## src/rtl/mmio_io_pkg.sv

```systemverilog
// mmio_io_pkg: shared definitions for the memory-mapped I/O controller.
//   - Word offsets of the four registers inside the I/O window.
//   - Bit positions inside the STATUS register.
//   - A decoded-access record used by the top level.
package mmio_io_pkg;

  // Register offsets (memAddress[1:0]) inside the 4-word window
  localparam logic [1:0] OFF_LED      = 2'd0;
  localparam logic [1:0] OFF_SW       = 2'd1;
  localparam logic [1:0] OFF_BTN_EDGE = 2'd2;
  localparam logic [1:0] OFF_STATUS   = 2'd3;

  // STATUS register bit positions
  localparam int STATUS_SW_IDLE_BIT  = 0;
  localparam int STATUS_BTN_PEND_BIT = 1;

  // One decoded CPU access to the window
  typedef struct packed {
    logic       rd;
    logic       wr;
    logic [1:0] off;
  } io_access_t;

endpackage

```

## src/rtl/io_debounce.sv

```systemverilog
// io_debounce: two-flop synchroniser plus per-bit debounce counter.
//   clk, rst : clock and synchronous active-high reset
//   din      : raw asynchronous inputs (W bits)
//   stable   : debounced value, registered
//   idle     : 1 when no bit has a pending change (synchronised == stable)
// A bit only changes once the synchronised value has differed from the
// accepted value for DEBOUNCE_CYCLES consecutive cycles.
module io_debounce #(
  parameter int W               = 16,
  parameter int DEBOUNCE_CYCLES = 16
) (
  input  logic         clk,
  input  logic         rst,
  input  logic [W-1:0] din,
  output logic [W-1:0] stable,
  output logic         idle
);

  localparam int CNT_W = (DEBOUNCE_CYCLES > 1) ? $clog2(DEBOUNCE_CYCLES) : 1;
  localparam logic [CNT_W-1:0] CNT_MAX = CNT_W'(DEBOUNCE_CYCLES - 1);

  logic [W-1:0]     sync1_r;
  logic [W-1:0]     sync2_r;
  logic [W-1:0]     stable_r;
  logic [CNT_W-1:0] cnt_r [W];

  // Two-flop synchroniser for the raw inputs
  always_ff @(posedge clk) begin
    if (rst) begin
      sync1_r <= '0;
      sync2_r <= '0;
    end else begin
      sync1_r <= din;
      sync2_r <= sync1_r;
    end
  end

  // Per-bit counter: runs while the input disagrees, commits at CNT_MAX
  always_ff @(posedge clk) begin
    if (rst) begin
      stable_r <= '0;
      for (int i = 0; i < W; i++) begin
        cnt_r[i] <= '0;
      end
    end else begin
      for (int i = 0; i < W; i++) begin
        if (sync2_r[i] != stable_r[i]) begin
          if (cnt_r[i] == CNT_MAX) begin
            stable_r[i] <= sync2_r[i];
            cnt_r[i]    <= '0;
          end else begin
            cnt_r[i] <= cnt_r[i] + CNT_W'(1);
          end
        end else begin
          cnt_r[i] <= '0;
        end
      end
    end
  end

  assign stable = stable_r;
  assign idle   = (sync2_r == stable_r);

endmodule

```

## src/rtl/mmio_io_controller.sv

```systemverilog
// mmio_io_controller: memory-mapped I/O between the CPU data port and the
// board switches, buttons and LEDs.
//   clk, rst     : clock and synchronous active-high reset
//   memAddress   : CPU word address; window is BASE_WADDR..BASE_WADDR+3
//   writeData    : CPU store data
//   writeEnable  : single-cycle store strobe
//   readEnable   : single-cycle load strobe
//   switches     : raw switch inputs (IO_W)
//   btns         : raw button inputs (IO_W)
//   readData     : registered load data, one cycle after the load
//   readValid    : one-cycle pulse marking readData valid
//   ioHit        : combinational window hit for the CPU data mux
//   busErr       : registered one-cycle pulse on an illegal access
//   leds         : registered LED drive
module mmio_io_controller
  import mmio_io_pkg::*;
#(
  parameter logic [29:0] BASE_WADDR      = 30'h0000_0100,
  parameter int          DEBOUNCE_CYCLES = 16,
  parameter int          IO_W            = 16
) (
  input  logic            clk,
  input  logic            rst,
  input  logic [29:0]     memAddress,
  input  logic [31:0]     writeData,
  input  logic            writeEnable,
  input  logic            readEnable,
  input  logic [IO_W-1:0] switches,
  input  logic [IO_W-1:0] btns,
  output logic [31:0]     readData,
  output logic            readValid,
  output logic            ioHit,
  output logic            busErr,
  output logic [IO_W-1:0] leds
);

  io_access_t      acc_s;
  logic [IO_W-1:0] sw_stable_s;
  logic            sw_idle_s;
  logic [IO_W-1:0] btn_stable_s;
  logic            btn_idle_s;
  logic [IO_W-1:0] rise_s;
  logic [IO_W-1:0] clr_s;
  logic [IO_W-1:0] edge_next_s;
  logic [31:0]     status_s;
  logic [31:0]     rd_mux_s;
  logic            unused_s;

  logic [IO_W-1:0] leds_r;
  logic [IO_W-1:0] edge_r;
  logic [IO_W-1:0] btn_prev_r;
  logic [31:0]     read_data_r;
  logic            read_valid_r;
  logic            bus_err_r;

  io_debounce #(.W(IO_W), .DEBOUNCE_CYCLES(DEBOUNCE_CYCLES)) u_sw_db (
    .clk    (clk),
    .rst    (rst),
    .din    (switches),
    .stable (sw_stable_s),
    .idle   (sw_idle_s)
  );

  io_debounce #(.W(IO_W), .DEBOUNCE_CYCLES(DEBOUNCE_CYCLES)) u_btn_db (
    .clk    (clk),
    .rst    (rst),
    .din    (btns),
    .stable (btn_stable_s),
    .idle   (btn_idle_s)
  );

  // Button idle and the upper store bits have no consumer here
  assign unused_s = &{1'b0, writeData, btn_idle_s};

  assign ioHit     = (memAddress[29:2] == BASE_WADDR[29:2]);
  assign acc_s.rd  = readEnable && ioHit;
  assign acc_s.wr  = writeEnable && ioHit;
  assign acc_s.off = memAddress[1:0];

  assign rise_s = btn_stable_s & ~btn_prev_r;

  // Clear mask for the sticky edge flags: read clears all, write-1 clears selected
  always_comb begin
    clr_s = '0;
    if (acc_s.rd && (acc_s.off == OFF_BTN_EDGE)) begin
      clr_s = '1;
    end else if (acc_s.wr && (acc_s.off == OFF_BTN_EDGE)) begin
      clr_s = writeData[IO_W-1:0];
    end else begin
      clr_s = '0;
    end
  end

  // A new edge overrides a clear landing in the same cycle
  assign edge_next_s = (edge_r & ~clr_s) | rise_s;

  // STATUS word assembly
  always_comb begin
    status_s                      = 32'h0000_0000;
    status_s[STATUS_SW_IDLE_BIT]  = sw_idle_s;
    status_s[STATUS_BTN_PEND_BIT] = |edge_r;
  end

  // Read mux uses current (pre-write) register values
  always_comb begin
    rd_mux_s = 32'h0000_0000;
    case (acc_s.off)
      OFF_LED:      rd_mux_s = 32'(leds_r);
      OFF_SW:       rd_mux_s = 32'(sw_stable_s);
      OFF_BTN_EDGE: rd_mux_s = 32'(edge_r);
      OFF_STATUS:   rd_mux_s = status_s;
      default:      rd_mux_s = 32'h0000_0000;
    endcase
  end

  // LED register, loaded by a store to offset 0
  always_ff @(posedge clk) begin
    if (rst) begin
      leds_r <= '0;
    end else if (acc_s.wr && (acc_s.off == OFF_LED)) begin
      leds_r <= writeData[IO_W-1:0];
    end else begin
      leds_r <= leds_r;
    end
  end

  // Sticky button edge flags and the previous debounced value for edge detect
  always_ff @(posedge clk) begin
    if (rst) begin
      edge_r     <= '0;
      btn_prev_r <= '0;
    end else begin
      edge_r     <= edge_next_s;
      btn_prev_r <= btn_stable_s;
    end
  end

  // Registered read response and illegal-store pulse
  always_ff @(posedge clk) begin
    if (rst) begin
      read_data_r  <= 32'h0000_0000;
      read_valid_r <= 1'b0;
      bus_err_r    <= 1'b0;
    end else begin
      read_valid_r <= acc_s.rd;
      bus_err_r    <= acc_s.wr && (acc_s.off == OFF_STATUS);
      if (acc_s.rd) begin
        read_data_r <= rd_mux_s;
      end else begin
        read_data_r <= read_data_r;
      end
    end
  end

  assign leds      = leds_r;
  assign readData  = read_data_r;
  assign readValid = read_valid_r;
  assign busErr    = bus_err_r;

endmodule
```

## config.mk

```make
export PLATFORM = sky130hd
export DESIGN_NAME = mmio_io_controller
export DESIGN_NICKNAME = d
export VERILOG_FILES = /design/src/rtl/mmio_io_pkg.sv /design/src/rtl/io_debounce.sv /design/src/rtl/mmio_io_controller.sv
export SDC_FILE = /design/constraint.sdc
export NUM_CORES = 1
export LEC_CHECK = 0
export ABC_AREA = 1
export CAP_MARGIN = 20
export CORE_MARGIN = 1
export CORE_UTILIZATION = 30
export DETAILED_ROUTE_END_ITERATION = 6
export GPL_TIMING_DRIVEN = 0
export PLACE_DENSITY = 0.54
export SETUP_SLACK_MARGIN = 0.02
export SLEW_MARGIN = 40
export SYNTH_ARGS = -nofsm -noshare
export SYNTH_HDL_FRONTEND = slang
export SYNTH_SLANG_ARGS = --single-unit
```

## constraint.sdc

```tcl
create_clock -name clk -period 1.1 [get_ports clk]
set_input_delay 0.11 -clock clk [delete_from_list [all_inputs] [get_ports clk]]
set_output_delay 0.11 -clock clk [all_outputs]
set_load 0.05 [all_outputs]
```

==> results.cfg, run 1 <==
[run_status]
status = finished with violations
violations = DRC, setup timing

[power_and_ir_drop]
p_leak_nw = 7.98
p_sw_w = 0.00577
power.share.clock = 0.440
combPwrFrac = 0.080
power.internal_w = 0.0189
irDropWorstVdd_mv = 1.02
swShare = 0.234
pwr_density_cell_nw_per_um2 = 1320
pwr-share-seq = 0.480
power.total_w = 0.0246

[yosys]
muxShareOfSynthArea = 0
yosys_warnings = 0
synth_top_family_by_area = simple AND/OR/NAND/NOR gates
yosysTopAreaCellShare = 0.307
synth_compound_area_frac = 0.0479
synth_cells = 1413
synth_xor_area_frac = 0.0468
postSynthAreaPerCell_um2 = 8.87
synthSimpleGateAreaFrac = 0.219
ys_types = 30
yosysTopAreaCell = edfxtp_1
synth_area_leaders = edfxtp_1 31%, dfxtp_1 26%, nor2_1 9.3%
synth_fa_ha_area_frac = 0.0320
yosys_register_bits = 290
yosysSeqAreaShare = 0.566
synth_area_um2 = 12500

[clock_network]
htree_levels = 2
clock_latency_ns = 0.50
cts-root-buf = clkbuf_16
cts_buffers = 35
clk_pin_slew_ns = 0.06
clkSinkCount = 290
clockBufferDepth = 3
cts_tree = built

[final_layout]
fin_area_um2 = 18700
nNetsFinal = 1958
antenna_cells = 0
finalNonFillerCells = 2382
final_layout_size_suffix_gt1_frac = 0.347
biggestRegsByFlops = u_btn_db.cnt_r (64), u_sw_db.cnt_r (64)
ff_latch_area_um2 = 7210
synthToLayoutAreaGrowth_pct = 49.0
postLayoutCoreUtil = 0.455
fillers = 3944
multiInputGateArea_um2 = 6290

[drt]
drt_wl_total_mm = 32.5
avgRoutedWirePerCell_um = 13.6
dr.pass1.iters = 7
viasPerCell = 4.24
ant_nets = 0
drc = 30
drtIter0Drc = 467
vias = 10100

[job]
drv_cap = 0

[placement]
hpwl_mm = 22.7
port_buffers = 113
post-place-ws_ns = -1.31
dp.cells = 2200
gp_congestion = 0.850
placed_area_um2 = 15100

[critical_path]
cp_max_fo = 4
path_class = register to register
crit_arrival_ns = 1.64
cp-end-kind = register
worstSetupStartpointType = register
critical_path_required_ns = 1.46

[floorplan]
fp.dieArea_um2 = 42600
placement_rows = 74
initial_core_util = 0.305
die_h_um = 206
core-area_um2 = 41000
io_pins = 149
die_w_um = 206

[global_route]
grt_pass1_vias = 9660
grt_overflow = 0
grt_pass1_wl_mm = 49.3
grtUsageTotal = 0.150
antenna_found_initial = 0
grt_max_degree = 14

[timing]
skew_ns = 0.0193
min_period_over_period = 1.17
maxSlewViolCount = 0
setup_viol = 146
worst_pin_slew_ns = 0.893
rsz0062_at_grt = true
fin_crit_ns = 1.29
worst_slack_ns = -0.188
relSlewSlack = 0.405
fmax_ghz = 0.776
finalHoldViolations = 0

[hold_path]
hold_path_class = input pin to register
[cell type report]
type	count	area share
buffer	53	0.0200
clock buffer	54	0.0557
clock inverter	5	0.00174
inverter	215	0.0433
multi-input combinational	997	0.337
sequential	290	0.386
tap	532	0.0357
timing repair buffer	236	0.120
[per-layer routing]
layer | track usage | wire [um] | vias up
met5 | 0 | 0 | -
li1 | - | - | 5194
met2 | 0.252 | 15400 | 193
met1 | 0.196 | 14500 | 4646
met3 | 0.0232 | 1600 | 58
met4 | 0.0488 | 922 | 0
[worst paths after layout]
check,from,cells after the start,slack (ns),to
max reg2reg,u_sw_db.cnt_r[0][4],6,-0.19,u_sw_db.cnt_r[0][7]
min,readEnable,3,0.06,readData[4]
max,u_sw_db.cnt_r[0][4],6,-0.19,u_sw_db.cnt_r[0][7]
min reg2reg,u_sw_db.sync1_r[12],2,0.39,u_sw_db.sync2_r[12]
[stage by stage]
| stage | hold WS, ns | TNS, ns |
|---|---|---|
| finish | 0.0573 | -8.03 |
| global route | 0.0563 | -20.19 |
| CTS | 0.0277 | -8.00 |
| detailed placement | 0.396 | -120.53 |
| global placement | 0.390 | -124.54 |
| floorplan | 0.217 | -1.21 |
[cells in the final DEF, fill, tap and decap left out, types with 39 or more instances in the layout]
master,instances
nor2_1,247
inv_1,178
conb_1,144
nand2_1,130
edfxtp_1,128
buf_4,118
dfxtp_1,112
nor2_2,53
clkdlybuf4s50_1,48
xor2_1,45
nand3_1,42
a21oi_1,39
clkbuf_16,39
[cell usage after synthesis, drive strengths merged]
cell type  number
ha             32
nand3          98
buf            34
nor3           19
clkinv          1
o221ai         14
nand4          23
a21oi          49
xnor2          20
xor2           47
o211ai          1
inv           214
edfxtp        128
nand3b          5
clkbuf         19
and2            1
conb            2
dfxtp         162
o21ai          45
nand2         185
nor2          314
[worst max-delay path: stages (launching register included)]
cell and delay [ns]:
edfxtp_1 0.40, ha_2 0.21, nand2_2 0.06, inv_2 0.04
nand2_2 0.05, nand4_1 0.20, nor2_1 0.17
[power by group through the flow]
stage	clock [W]	sequential (W)	combinational [W]
detailed placement	0	0.0121	0.00154
floorplan	0	0.0120	0.000949
finish	0.0108	0.0118	0.00198
CTS	0.0111	0.0118	0.00178
global placement	0	0.0120	0.00153
global route	0.0115	0.0119	0.00220
[logic make-up after synthesis]
family	after synthesis
AOI/OAI and AO/OA	109
other	2
DFF	290
xor gates and xnor gates	67
adders and majority gates	32
buffers and inverters	268
and+or+nand+nor	645
[timing repair]
| item | 4_1_cts | 5_1_grt |
|---|---|---|
| gates resized for setup | 568 | 252 |
| buffers inserted | 90 | 33 |
| hold endpoints to repair | 1 | 0 |
| setup endpoints to repair | 271 | 242 |
| hold buffers | 1 | 0 |
| pin swaps | 88 | 103 |
| cloned | 1 | 2 |
No activity file was read; power rests on OpenSTA's default activity.
==> inputs of run 2 (changes only) <==
--- a/config.mk
+++ b/config.mk
@@ -6,9 +6,9 @@
 export NUM_CORES = 1
 export LEC_CHECK = 0
 export ABC_AREA = 1
-export CAP_MARGIN = 20
 export CORE_MARGIN = 1
 export CORE_UTILIZATION = 30
+export CTS_CLUSTER_SIZE = 24
 export DETAILED_ROUTE_END_ITERATION = 6
 export GPL_TIMING_DRIVEN = 0
 export PLACE_DENSITY = 0.54
==> results of run 2 <==
Final layout, timing and power as in run 1 (identical DEF).
==> inputs of run 3 (changes only) <==
--- a/config.mk
+++ b/config.mk
@@ -11,7 +11,7 @@
 export CTS_CLUSTER_SIZE = 24
 export DETAILED_ROUTE_END_ITERATION = 6
 export GPL_TIMING_DRIVEN = 0
-export PLACE_DENSITY = 0.54
+export PLACE_DENSITY = 0.52
 export SETUP_SLACK_MARGIN = 0.02
 export SLEW_MARGIN = 40
 export SYNTH_ARGS = -nofsm -noshare
==> constraint.sdc (replaced) <==
create_clock -name clk -period 1.45 [get_ports clk]
set_input_delay 0.145 -clock clk [delete_from_list [all_inputs] [get_ports clk]]
set_output_delay 0.145 -clock clk [all_outputs]
set_load 0.05 [all_outputs]
==> results.cfg, run 3 (synthesis results as in run 1) <==
[clock_network]
clkSinkCount = 290
clock_latency_ns = 0.55
clockBufferDepth = 3
clk_pin_slew_ns = 0.07
cts-root-buf = clkbuf_16
cts_buffers = 31
htree_levels = 1
cts_tree = built

[critical_path]
crit_buf_inv = 1
reg2reg_from = u_sw_db.cnt_r[0][5]
cp_slowest_cell = dfxtp_1
worstSetupStartpointType = register
crit_start = leds[15]
crit_family = flip-flops
crit_path_cell_trace = buf_2
cp-end-kind = output port
max_stage_delay_ns = 0.40
crit_arrival_ns = 1.25
critical_path_required_ns = 1.31
path_class = register to output port
cp_max_fo = 2

[floorplan]
die_h_um = 206
die_w_um = 206
initial_core_util = 0.305
placement_rows = 74
fp.dieArea_um2 = 42600
core-area_um2 = 41000
io_pins = 149

[timing]
finalSetupTns_ns = 0
maxSlewViolCount = 0
min_period_over_period = 0.964
worst_slack_ns = 0.0522
skew_ns = 0.0132
rsz0062_at_grt = true
fin_crit_ns = 1.40
setup_viol = 0
fmax_ghz = 0.715
worst_pin_slew_ns = 0.775
finalHoldViolations = 0
relSlewSlack = 0.483

[global_route]
antenna_found_initial = 0
grtUsageTotal = 0.140
grt_pass1_wl_mm = 46.2
grt_max_degree = 15
grt_overflow = 0
grt_pass1_vias = 8967

[job]
drv_cap = 0

[placement]
gp_congestion = 0.833
placed_area_um2 = 14900
port_buffers = 113
post-place-ws_ns = -1.11
dp.cells = 2200
hpwl_mm = 22.4

[final_layout]
postLayoutCoreUtil = 0.390
final_common_cell = nor2_1
synthToLayoutAreaGrowth_pct = 27.6
biggestRegsByFlops = u_btn_db.cnt_r (64), u_sw_db.cnt_r (64)
final_cell_mix = 306 x nor2_1, 209 x inv_1, 178 x nand2_1, 158 x dfxtp_1, 144 x conb_1
fin_area_um2 = 16000
antenna_cells = 0
finalNonFillerCells = 2279
final_layout_size_suffix_gt1_frac = 0.125
nNetsFinal = 1853

[drt]
dr.pass1.iters = 7
ant_nets = 0
viasPerCell = 4.13
avgRoutedWirePerCell_um = 13.0
drc = 26
drtIter0Drc = 441
drt_wl_total_mm = 29.6
vias = 9406

[run_status]
violations = DRC
status = finished with violations

[power_and_ir_drop]
irDropWorstVdd_mv = 0.658
p_leak_nw = 7.04
pwr_density_cell_nw_per_um2 = 1110

[hold_path]
min-delay-start = btns[3]
hold_path_class = input pin to register
run 3: worst register-to-register path: cells and delay by family (launching register included):
kind | cells | cell delay, ns
flip-flops | 1 | 0.40
buffers and inverters | 1 | 0.04
adder cells (fa/ha/maj) | 1 | 0.21
AND/OR/NAND/NOR | 4 | 0.53
run 3: power breakdown:
part / internal [W] / leakage [nW] / total, W / switching, W
registers: 0.00880 / 2.64 / 0.00896 / 0.000161
clock network: 0.00439 / 0.475 / 0.00755 / 0.00316
logic: 0.000446 / 3.92 / 0.00116 / 0.000718
run 3: layout make-up:
class                           instances  area (um2)
Clock inverter                         14        92.6
Multi-Input combinational cell        997        5040
Tap cell                              532         666
Clock buffer                           43         882
Buffer                                 53         315
Sequential cell                       290        7090
Fill cell                            4189       25000
Inverter                              215         811
Timing Repair Buffer                  135        1080
run 3: worst paths after layout:
check / slack (ns) / endpoint / cells after the start
setup / recovery: 0.05 / leds[15] / 1
setup reg to reg: 0.13 / u_sw_db.cnt_r[0][6] / 6
hold reg to reg: 0.40 / u_sw_db.sync2_r[1] / 2
hold / removal: 0.10 / u_btn_db.sync1_r[3] / 3
run 3: routing by layer:
metal,global-route usage,share of wire
met4,0.0410,0.024
met3,0.0199,0.049
met5,0,0
met2,0.243,0.48
met1,0.178,0.45
run 3: repair_timing:
action / in CTS / in global routing
buffers inserted: 12 / 8
resized for setup: 221 / 86
endpoints found under the hold margin: 2 / 0
endpoints found under the setup margin: 41 / 66
pin swaps: 23 / 21
hold buffers: 1 / 0
run 3: metrics by stage:
stage	power, W	hold slack, ns
final	0.0177	0.104
after global routing	0.0184	0.0948
after CTS	0.0179	0.0792
after detailed placement	0.0103	0.393
after global placement	0.0103	0.394
after floorplan	0.00979	0.252
==> variant, RTL diff (config.mk and constraints of run 2) <==
`IO_W`: 16 -> 32.
--- a/src/rtl/mmio_io_controller.sv
+++ b/src/rtl/mmio_io_controller.sv
@@ -17,7 +17,7 @@
 #(
   parameter logic [29:0] BASE_WADDR      = 30'h0000_0100,
   parameter int          DEBOUNCE_CYCLES = 16,
-  parameter int          IO_W            = 16
+  parameter int          IO_W            = 32
 ) (
   input  logic            clk,
   input  logic            rst,
Ports: changed (resized btns, leds and switches); port bits go from 149 to 197. The function was not compared with the original's and may differ.
==> variant against run 2 <==
The run ends with negative setup slack left. Via count is 96% higher. Largest power group unchanged. Setup slack worse by 0.034 ns. Synthesized cell count is 85% higher. Wire length is 120% higher. Critical endpoint is now u_sw_db.cnt_r[0][5]. Sequential cell count is 288 higher. Critical path depth is 1 higher. Sequential share of layout area is 1.0 points higher. Design area is 93% higher. Synthesized area is 92% higher. Total power is 98% higher.
==> variant: results (changes against run 2) <==
Top Registers u_btn_db.cnt_r: 128 flops, u_sw_db.cnt_r: 128 flops; Final HPWL DP 50,700 um (+120%); Main synth FF type dfxtp_1; First-pass DRT Iterations 5 (-2); setup violators final 375 (+160%); wire length per cell 15.9 um (+17%); Clk Latency, worst-skew pair 0.61 ns (+0.11 ns); drt via density 4.39 (+3.7%); initial antenna violation count 3 (+3); drt first-iter violations 1,079 (+130%); failing checks negative setup slack; largest net degree at the start of global routing 14 (unchanged); Worst Setup SP u_sw_db.cnt_r[0][4]; number of synthesized flops with an enable pin 256 (+100%); Synth Warn # 0 (unchanged); Worst Clk Skew 0.0264 ns (+0.00703 ns); vias in the first global route 19,167 (+98%); Seq/Total Area, Yosys 58.8% (+2.3 points); # DRC 0 (-100%); first-pass GRT wire length 107,000 um (+120%); Mapped Cells 2,620 (+85%); Fillers 7,611 (+93%); Tot GR Track Use 17.2% (+2.3 points); Crit-path slowest cell edfxtp_1; PortBufs 195 (+73%); Max clock buf depth 3 (unchanged); asr flop ratio synth 0% (unchanged); H-tree Lvls 3 (+1); commonest cells in the netlist nor2_1 (551), inv_1 (417), dfxtp_1 (322); Area after DPL 28,800 um^2 (+90%); clk slew on worst S/H paths 0.06 ns (about the same); Worst slew margin 46.9% (+6.4 points); ranking of synthesized cells by area edfxtp_1 (32%), dfxtp_1 (27%), nor2_1 (8.6%); final worst slack -0.222 ns (-0.0339 ns); worst-path fanout max 3 (-1); Hold Crit Start switches[11]; crit path DAT 1.80 ns (+0.16 ns); clock root buffer clkbuf_16; NumNets Final 3,598 (+84%); crit-path max cell delay 0.40 ns (about the same); status complete, but fails checks; post-route insts no fill 4,509 (+89%); VDD IR-drop max 0.930 mV (-8.6%); Hold WC Path Type in -> reg; ratio of cells with drive above 1 in the final layout 33.2% (-1.5 points); P_leak 15.3 nW (+92%); Crit path max-delay family flip-flops; synth unique cells 38 (+27%); placed cell count 4,120 (+87%); share of the synthesized area in the top cell type 32.0% (+1.3 points); GP Congestion 0.865 (+1.7%); CTS buffer count 66 (+89%)
-- variant: cell count changes after synthesis, sizes merged, moves of 49 or more --
cell and change:
dfxtp +160, nor3 +49, edfxtp +128, nand2 +62, inv +213, nor2 +240
nand3 +96, xor2 +63, o21ai +59
-- variant: layout make-up --
cell class	instances	area, um^2	share of cell area (%)
diodes	1	2.50	0.00693
plain buffers	70	493	1.37
clock buffers	106	1980	5.49
clock inverters	16	144	0.398
inverters	427	1620	4.50
multi-input cells	1801	11700	32.3
flip-flops and latches	578	14300	39.6
well taps	1050	1310	3.64
repair buffers	460	4560	12.6
-- variant: logic make-up after synthesis --
| kind of cell | after synthesis | synth area share [%] |
|---|---|---|
| simple gates | 1099 | 19.2 |
| flops | 578 | 58.8 |
| buf+inv | 497 | 7.91 |
| compound gates | 240 | 5.58 |
| xor+xnor | 141 | 5.14 |
| fa+ha+maj | 64 | 3.33 |
| other cells | 1 | 0.0156 |
-- variant: final timing paths --
path	slack (ns)	cells past startpoint	end
setup / recovery	-0.22	7	u_sw_db.cnt_r[0][5]
hold / removal	0.03	3	u_sw_db.sync1_r[11]
setup reg to reg	-0.22	7	u_sw_db.cnt_r[0][5]
hold reg to reg	0.40	2	u_btn_db.sync2_r[4]
-- variant: worst register-to-register path, cell delays in order, from the launching register on --
cell and delay (ns):
edfxtp_1 0.40, ha_2 0.22, nand2_2 0.06, inv_2 0.04
nand2_2 0.06, nand4_1 0.15, buf_6 0.20, nor2_4 0.06
-- variant: timing repair --
action	in CTS	in global routing
cloned	5	6
buffers inserted	193	51
hold buffers	15	0
gates resized for setup	1143	295
pin swaps	172	146
hold endpoints to repair	17	0
endpoints found under the setup margin	499	476
-- variant: layer usage --
layer / GRT usage, % / vias up / wire (um)
li1: - / 9806 / -
met1: 22.9 / 9394 / 31700
met2: 28.5 / 483 / 33500
met3: 3.23 / 125 / 4430
met4: 5.13 / 4 / 2080
met5: 0 / - / 25
-- variant: power by group --
| group | switching [W] | leakage (nW) | total [W] | internal [W] |
|---|---|---|---|---|
| logic | 0.00202 | 8.95 | 0.00346 | 0.00144 |
| clock network | 0.00905 | 1.04 | 0.0217 | 0.0127 |
| registers | 0.000526 | 5.31 | 0.0236 | 0.0231 |
-- variant: stage by stage --
stage	hold slack (ns)	setup slack (ns)	total power [W]	setup TNS, ns
floorplan	0.217	-0.264	0.0254	-23.25
global placement	0.392	-1.37	0.0266	-412.30
detailed placement	0.394	-1.37	0.0267	-360.11
CTS	0.000174	-0.217	0.0489	-25.36
global route	0.0277	-0.314	0.0505	-53.41
finish	0.0315	-0.222	0.0488	-24.93
